--- src/rtl/aes_ark_stage_if.sv ---
// aes_ark_stage_if: valid/ready bus of the AddRoundKey stage.
// Upstream side carries the MixColumns state plus the round key; downstream
// side carries the keyed state with its round tag. Byte i of each state
// vector sits at bits [8*i+7:8*i] (column-major: byte 4*j+r is row r, col j).
interface aes_ark_stage_if #(
  parameter int NB = 4
);
  logic                    in_valid;
  logic                    in_ready;
  logic                    in_first;
  logic [4*NB-1:0][7:0]    State_in;
  logic [4*NB-1:0][7:0]    Key_in;
  logic                    out_valid;
  logic                    out_ready;
  logic [4*NB-1:0][7:0]    State_out;
  logic [3:0]              out_round;
  logic                    out_last;
  logic                    seq_err;

  // Stage side.
  modport slave (
    input  in_valid, in_first, State_in, Key_in, out_ready,
    output in_ready, out_valid, State_out, out_round, out_last, seq_err
  );

  // Environment side (round controller upstream + capture logic downstream).
  modport master (
    output in_valid, in_first, State_in, Key_in, out_ready,
    input  in_ready, out_valid, State_out, out_round, out_last, seq_err
  );
endinterface

--- src/rtl/aes_ark_stage.sv ---
// aes_ark_stage: registered AddRoundKey stage behind MixColumns.
// XORs state and round key before the output register, tags each beat with
// its round index (1..NR) and a final-round flag, and raises a sticky
// seq_err when a block continues without ever having been started.
// Optional build macro AES_ARK_SKID_EN: adds a one-entry skid register so
// in_ready is registered (capacity 2); otherwise a single output register
// with combinational in_ready (capacity 1).
module aes_ark_stage #(
  parameter int NB = 4,
  parameter int NR = 10
) (
  input logic            clock,
  input logic            reset,
  aes_ark_stage_if.slave bus
);

  localparam int         LP_BYTES = 4 * NB;
  localparam logic [3:0] LP_NR    = 4'(NR);

  // One beat as it travels through the buffers: data plus its round tag.
  typedef struct packed {
    logic [LP_BYTES-1:0][7:0] data;
    logic [3:0]               round;
    logic                     last;
  } beat_t;

  logic       w_in_ready;
  logic       w_accept;
  logic       w_fire;
  logic       w_seq_err_set;
  logic [3:0] w_round;
  logic [3:0] w_rnd_next;
  beat_t      w_beat;

  logic [3:0] r_rnd;
  logic       r_seq_err;
  beat_t      r_out;
  logic       r_out_valid;

  assign w_accept = bus.in_valid & w_in_ready;
  assign w_fire   = r_out_valid & bus.out_ready;

  // Assign the incoming beat its round and build its keyed state.
  always_comb begin
    // NOTE: every variable gets a default before any branch so no latch is inferred.
    w_round       = 4'd1;
    w_seq_err_set = 1'b0;
    if (!bus.in_first) begin
      if (r_rnd != 4'd0) begin
        w_round = r_rnd + 4'd1;
      end else begin
        w_seq_err_set = 1'b1;
      end
    end
    w_rnd_next   = (w_round == LP_NR) ? 4'd0 : w_round;
    w_beat.data  = bus.State_in ^ bus.Key_in;
    w_beat.round = w_round;
    w_beat.last  = (w_round == LP_NR);
  end

  // Round counter and sticky sequence error, advanced once per accepted beat.
  always_ff @(posedge clock) begin
    // NOTE: state registers use non-blocking assignments so every flop samples pre-edge values.
    if (reset) begin
      r_rnd     <= 4'd0;
      r_seq_err <= 1'b0;
    end else if (w_accept) begin
      r_rnd <= w_rnd_next;
      if (w_seq_err_set) begin
        r_seq_err <= 1'b1;
      end
    end
  end

`ifdef AES_ARK_SKID_EN

  beat_t r_skid;
  logic  r_skid_valid;

  // in_ready depends only on the skid flop, never on out_ready.
  assign w_in_ready = !reset & !r_skid_valid;

  // Output register refills from skid first, then from the input; a beat
  // arriving during a stall parks in the skid register.
  always_ff @(posedge clock) begin
    // NOTE: data registers are reset too, because State_out must read zero after reset.
    if (reset) begin
      r_out        <= '0;
      r_out_valid  <= 1'b0;
      r_skid       <= '0;
      r_skid_valid <= 1'b0;
    end else if (w_fire || !r_out_valid) begin
      if (r_skid_valid) begin
        r_out        <= r_skid;
        r_out_valid  <= 1'b1;
        r_skid_valid <= 1'b0;
      end else if (w_accept) begin
        r_out       <= w_beat;
        r_out_valid <= 1'b1;
      end else begin
        r_out_valid <= 1'b0;
      end
    end else if (w_accept) begin
      r_skid       <= w_beat;
      r_skid_valid <= 1'b1;
    end
  end

`else

  // Single register: accept whenever it is empty or emptying this cycle.
  assign w_in_ready = !reset & (!r_out_valid | bus.out_ready);

  // Output register loads each accepted beat and empties on a lone fire.
  always_ff @(posedge clock) begin
    // NOTE: data registers are reset too, because State_out must read zero after reset.
    if (reset) begin
      r_out       <= '0;
      r_out_valid <= 1'b0;
    end else if (w_accept) begin
      r_out       <= w_beat;
      r_out_valid <= 1'b1;
    end else if (w_fire) begin
      r_out_valid <= 1'b0;
    end
  end

`endif

  assign bus.in_ready  = w_in_ready;
  assign bus.out_valid = r_out_valid;
  assign bus.State_out = r_out.data;
  assign bus.out_round = r_out.round;
  assign bus.out_last  = r_out.last;
  assign bus.seq_err   = r_seq_err;

endmodule

--- src/flat_wrapper.sv ---
// flat-port wrapper written by rule: the top's interface ports become plain ports
module aes_ark_stage_flat 
#(
  parameter int NB = 4,
  parameter int NR = 10
)
  (clock, reset, bus_in_valid, bus_in_first, bus_State_in, bus_Key_in, bus_out_ready, bus_in_ready, bus_out_valid, bus_State_out, bus_out_round, bus_out_last, bus_seq_err);
  aes_ark_stage_if #(.NB(NB)) bus_i ();
  input logic clock;
  input logic reset;
  input wire logic [$bits(bus_i.in_valid)-1:0] bus_in_valid;
  input wire logic [$bits(bus_i.in_first)-1:0] bus_in_first;
  input wire logic [$bits(bus_i.State_in)-1:0] bus_State_in;
  input wire logic [$bits(bus_i.Key_in)-1:0] bus_Key_in;
  input wire logic [$bits(bus_i.out_ready)-1:0] bus_out_ready;
  output wire logic [$bits(bus_i.in_ready)-1:0] bus_in_ready;
  output wire logic [$bits(bus_i.out_valid)-1:0] bus_out_valid;
  output wire logic [$bits(bus_i.State_out)-1:0] bus_State_out;
  output wire logic [$bits(bus_i.out_round)-1:0] bus_out_round;
  output wire logic [$bits(bus_i.out_last)-1:0] bus_out_last;
  output wire logic [$bits(bus_i.seq_err)-1:0] bus_seq_err;
  assign bus_i.in_valid = bus_in_valid;
  assign bus_i.in_first = bus_in_first;
  assign bus_i.State_in = bus_State_in;
  assign bus_i.Key_in = bus_Key_in;
  assign bus_i.out_ready = bus_out_ready;
  assign bus_in_ready = bus_i.in_ready;
  assign bus_out_valid = bus_i.out_valid;
  assign bus_State_out = bus_i.State_out;
  assign bus_out_round = bus_i.out_round;
  assign bus_out_last = bus_i.out_last;
  assign bus_seq_err = bus_i.seq_err;
  aes_ark_stage #(.NB(NB), .NR(NR)) u_core (.clock(clock), .reset(reset), .bus(bus_i));
endmodule
--- config.mk ---
export PLATFORM = sky130hd
export DESIGN_NAME = aes_ark_stage_flat
export DESIGN_NICKNAME = d
export VERILOG_FILES = /design/src/rtl/aes_ark_stage_if.sv /design/src/rtl/aes_ark_stage.sv /design/src/flat_wrapper.sv
export SDC_FILE = /design/constraint.sdc
export NUM_CORES = 1
export LEC_CHECK = 0
export ABC_AREA = 1
export CAP_MARGIN = 20
export CORE_AREA = 2 2 154 156
export DETAILED_ROUTE_END_ITERATION = 10
export DIE_AREA = 0 0 156 158
export PLACE_DENSITY_LB_ADDON = 0.15
export SLEW_MARGIN = 20
export SYNTH_ARGS = -nofsm -noshare
export SYNTH_HDL_FRONTEND = slang
export SYNTH_SLANG_ARGS = --single-unit
--- constraint.sdc ---
create_clock -name clock -period 2 [get_ports clock]
set_input_delay 0.4 -clock clock [delete_from_list [all_inputs] [get_ports clock]]
set_output_delay 0.4 -clock clock [all_outputs]
set_load 0.01 [all_outputs]
# After elaboration in Yosys (flattened, before gate mapping)
# Index checks and enable logic that the tools add are counted.
dict set report classes {
  bitwise 5
  muxes 7
  reduce_logical 5
  eq_ne 1
  n_addsub 1
}
# cell n
set ops {}
lappend ops {{$xor 128x128->128} 1}
lappend ops {{$mux 4} 3}
lappend ops {{$add 4x1->4 const B} 1}
lappend ops {{$eq 4x4->1 const B} 1}
lappend ops {{$mux 1} 4}
lappend ops {{$reduce_bool 4->1} 1}
lappend ops {{$and 1x1->1} 3}
lappend ops {{$logic_not 1->1} 2}
lappend ops {{$reduce_and 2->1} 1}
lappend ops {{$reduce_bool 2->1} 1}
lappend ops {{$or 1x1->1} 1}
dict set report totals {
  reg_bits 139
  wordCells 40
  output_inout_bits 136
  inputBits 261
}

# Depth between registers and ports, before layout
dict set report logic_depth {
  ltp_word 5
  mapped_depth 9
  depth_no_buf 8
}

# Worst setup path after synthesis
# OpenSTA, ideal clock, no wires.
dict set report synth_timing {
  path_kind {input to register}
  start {input port bus_in_valid}
  end {register u_core.r_out (netlist bit u_core.bus.State_out[110])}
  arrival_time_ns 1.196
  t_required_ns 1.872
  setup_slack_ns 0.676
  n_path_buf 3
  path_stages 8
  setup_ns 0.128
  cell_sequence {inv_2 -> nor3_4 -> inv_2 -> buf_6 -> buf_6 -> buf_6 -> nand3_1 -> o21ai_1}
}
dict set report synth_via {
  elab_chain_cells 1
}
# element line
set synth_rtl {}
lappend synth_rtl {{start: declaration} flat_wrapper.sv:11} ;# input wire logic [$bits(bus_i.in_valid)-1:0] bus_in_valid;
lappend synth_rtl {{$and 1x1->1} aes_ark_stage.sv:40} ;# assign w_accept = bus.in_valid & w_in_ready;
lappend synth_rtl {{end signal: assignment} aes_ark_stage.sv:121} ;# r_out <= w_beat;
lappend synth_rtl {{end: declaration} aes_ark_stage.sv:37} ;# beat_t r_out;
# Every way passes these cells.
# A chain may end at the register's enable or synchronous reset.

==> results.md <==
* Status: complete, no violations
* Count of final setup violators at 0
* Pint at around 6.3 mW
* Seq pwr share at between 30% and 40%
* Worst Path Class, Setup: flip-flop to output port
* CTS Buf Count at 17
* TritonCTS Sinks at 138
* Initial Utilization at 25.38%
* Maximum vdd ir drop at between 0.4 and 0.5 mV
* Setup bufs post-CTS at 0
* Critical Path Fanout Max at 6
* CP cell instances: clkdlybuf4s50_1
* Synth Area per Inst at ~9 sq um
* Multi-input logic area at 2721 sq um
* Die ar. at around 25,000 sq um
* Critical path's largest stage delay at a little over 0.6 ns
* Peak Freq at 0.5423 GHz
* Die X at between 150 and 200 microns
* Netlist cell types at 23
* Share of layout cells above drive strength 1 at 4.689%
* Total Wirelength at around 19,000 microns
* Clock-pin slew on the worst setup and hold paths at around 0.060 ns
* Max Buffers Root-to-Sink at 2
* Uppermost layer routed: met4
* Fillers at 2,303
* Leak pwr at 3.855 nW
* FF-to-FF path depth at 8
* Switching power at 2.007 mW
* Min Tclk post-route at 1.844 ns
* Arrival time worst endpoint at 1.44 ns
* Final period util at 92.19%
* WL met1 at 7341 microns
* Combinational Power Share at between 20 and 25%
* Switching Fraction at 24.11%
* Final hold vios at 0
* Syn Inst Count at ~650
* Max_cap viols at 0
* Post-Syn Area at 5851 sq um
* Largest net degree at the start of global routing at ~110
* Vias at 5,683
* Gr ovfl total at 0
* Clk pwr share at 40.5%
* Register area at 2763 sq um
* Relative slew slack at 71.42%
* Vias in the first global route at 5,427
* Die H at 158 microns
* First-pass GRT wire length at 28,570 microns
* Synth-to-Final Area Change at 81.76%
* Port-buffer cells at slightly below 400
* Final Skew at around 0.0059 ns
* CTS Root Cell: clkbuf_16
* Worst Tran Pin Value at 0.4288 ns
* Hold WC Path Type: flip-flop to flip-flop
* Core box area at 23,050 sq um
* Synth warn at 0
* # IOs at between 300 and 400
* Num rows at 56
* RSZ-0062 raised after global routing: false
* Post-synthesis net count at 916
* Post-CTS Hold Buffers at 0
* Antenna viol nets, final at 0
* DP Wirelength at about 15,000 microns
* TNS Setup at 0 ns
* Setup crit end kind: output port
* CTS tree: built
* Critical path depth at 1
* NumNets Final at 1,297
* Cell Pwr Density at 782.8 nW/um^2
* Initial antenna violation count at 0
* Worst path required time at about 1.6 ns
* Final GP Congestion at 0.7110
* Post-synthesis sequential area ratio at 47.22%
* Gr usage total at approximately 15%
* DR pass1 iterations at 4
* # diodes at 0
* DRC Markers at 0
* Delay-heaviest family, CP: buffers and inverters
* Worst skew pair latency at approximately 0.41 ns
* Vias per inst at 4.257
* CP max-delay cell: clkdlybuf4s50_1
* Synth Register Bits at 138
* Met2 WL post-DR at 9477 microns
* Crit path buf inv count at 1
* WL met3 at 1871 microns
* CTS resizes at 1
* H-tree levels at 4
* Startpoint types: flip-flop
* Slew Limit Fails at 0
* DRT iter0 DRCs at 175
* Final hold slack at 0.4597 ns
* Total Power at approximately 8.3 mW
* WL/cell at 14.25 microns
* Min-Delay Path Depth at 2
## cells in the final DEF, fill, tap and decap left out, drive strengths merged
master,instances
a21oi,34
a31oi,1
buf,11
bufinv,4
clkbuf,20
clkdlybuf4s50,395
clkinv,3
clkinvlp,2
dfxtp,138
dlygate4sd2,1
ha,2
inv,14
nand2,44
nand3,106
nand4,2
nor2,34
nor3,1
o21ai,104
o31ai,1
xnor2,102
xor2,26
## per-stage QoR
stage | instance area [sq um] | util, % | std cells | setup slack, ns
3_5_place_dp | 10000 | 43.39 | 1305 | -0.02508
3_3_place_gp | 10000 | 43.39 | 1305 | -0.006703
4_1_cts | 10630 | 46.13 | 1335 | 0.1156
6_report | 10630 | 46.13 | 1335 | 0.1561
5_1_grt | 10630 | 46.13 | 1335 | 0.06284
2_1_floorplan | 5851 | - | 653 | 0.6760
## per-layer routing
metal,vias up,global-route usage (%)
li1,2940,-
met1,2492,16.32
met2,232,26.38
met3,19,6.433
met4,0,5.199
met5,-,0
## area by class of cell
| type | count | share of cell area [%] |
|---|---|---|
| sequential | 138 | 25.98 |
| tap | 290 | 3.412 |
| clock inverter | 10 | 1.565 |
| timing repair buffer | 407 | 38.51 |
| multi-input combinational | 457 | 25.59 |
| inverter | 13 | 0.5530 |
| clock buffer | 20 | 4.389 |
## cell usage after synthesis
master | n | area [sq um]
buf_2 | 2 | 10.01
xor2_1 | 26 | 227.7
o21ai_0 | 1 | 5.000
a21oi_1 | 34 | 170.2
o21ai_1 | 100 | 500.5
a31oi_1 | 1 | 6.260
nor2_4 | 1 | 11.26
buf_1 | 9 | 33.78
xnor2_1 | 102 | 893.4
nor3_4 | 1 | 16.27
dfxtp_1 | 138 | 2763
nand4_1 | 2 | 12.51
nand3_1 | 106 | 530.5
ha_1 | 2 | 25.02
buf_6 | 19 | 214.0
o31ai_1 | 1 | 7.510
inv_2 | 2 | 7.510
o21ai_2 | 3 | 26.28
inv_1 | 11 | 41.29
nand2_1 | 44 | 165.2
nor2_1 | 33 | 123.9
buf_4 | 1 | 7.510
clkbuf_1 | 14 | 52.55
## tightest hold or removal path: cells and delay by family, from the launching register on
family           cells  cell delay [ns]
AND/OR/NAND/NOR      1             0.06
flip-flops           1             0.31
AO/OA/AOI/OAI        1             0.05
## registers in the layout, summed over array words and instances, names as in the netlist
name and count:
u_core.bus.State_out 128, u_core.bus.out_last 1, u_core.bus.out_round 3, u_core.bus.out_valid 1
u_core.bus.seq_err 1, u_core.r_rnd 4
## cell families after synthesis
| group | count (synthesis) | share of synthesized area, % |
|---|---|---|
| AOI/OAI and AO/OA | 140 | 12.23 |
| xor gates and xnor gates | 128 | 19.16 |
| adders and majority gates | 2 | 0.4276 |
| buffers and inverters | 58 | 6.266 |
| DFF | 138 | 47.22 |
| and+or+nand+nor | 187 | 14.69 |
## power groups by stage
stage / combinational, mW / clock, mW / sequential (mW)
6_report: 1.83 / 3.37 / 3.12
5_1_grt: 1.97 / 3.63 / 3.16
4_1_cts: 1.86 / 3.50 / 3.13
3_5_place_dp: 1.86 / 0 / 3.18
3_3_place_gp: 1.85 / 0 / 3.18
2_1_floorplan: 0.555 / 0 / 3.30
## path summary, 6_finish.rpt
path	slack (ns)	to	startpoint
worst max register to register	0.49	u_core.bus.State_out[7]$_SDFFE_PP0P_	u_core.bus.out_valid$_SDFFE_PP0P_
worst max-delay path	0.16	bus_out_round[2]	u_core.r_rnd[2]$_SDFFE_PP0P_
worst min register to register	0.46	u_core.bus.State_out[90]$_SDFFE_PP0P_	u_core.bus.State_out[90]$_SDFFE_PP0P_
worst min-delay path	0.46	u_core.bus.State_out[90]$_SDFFE_PP0P_	u_core.bus.State_out[90]$_SDFFE_PP0P_
No activity file was read; power rests on OpenSTA's default activity.
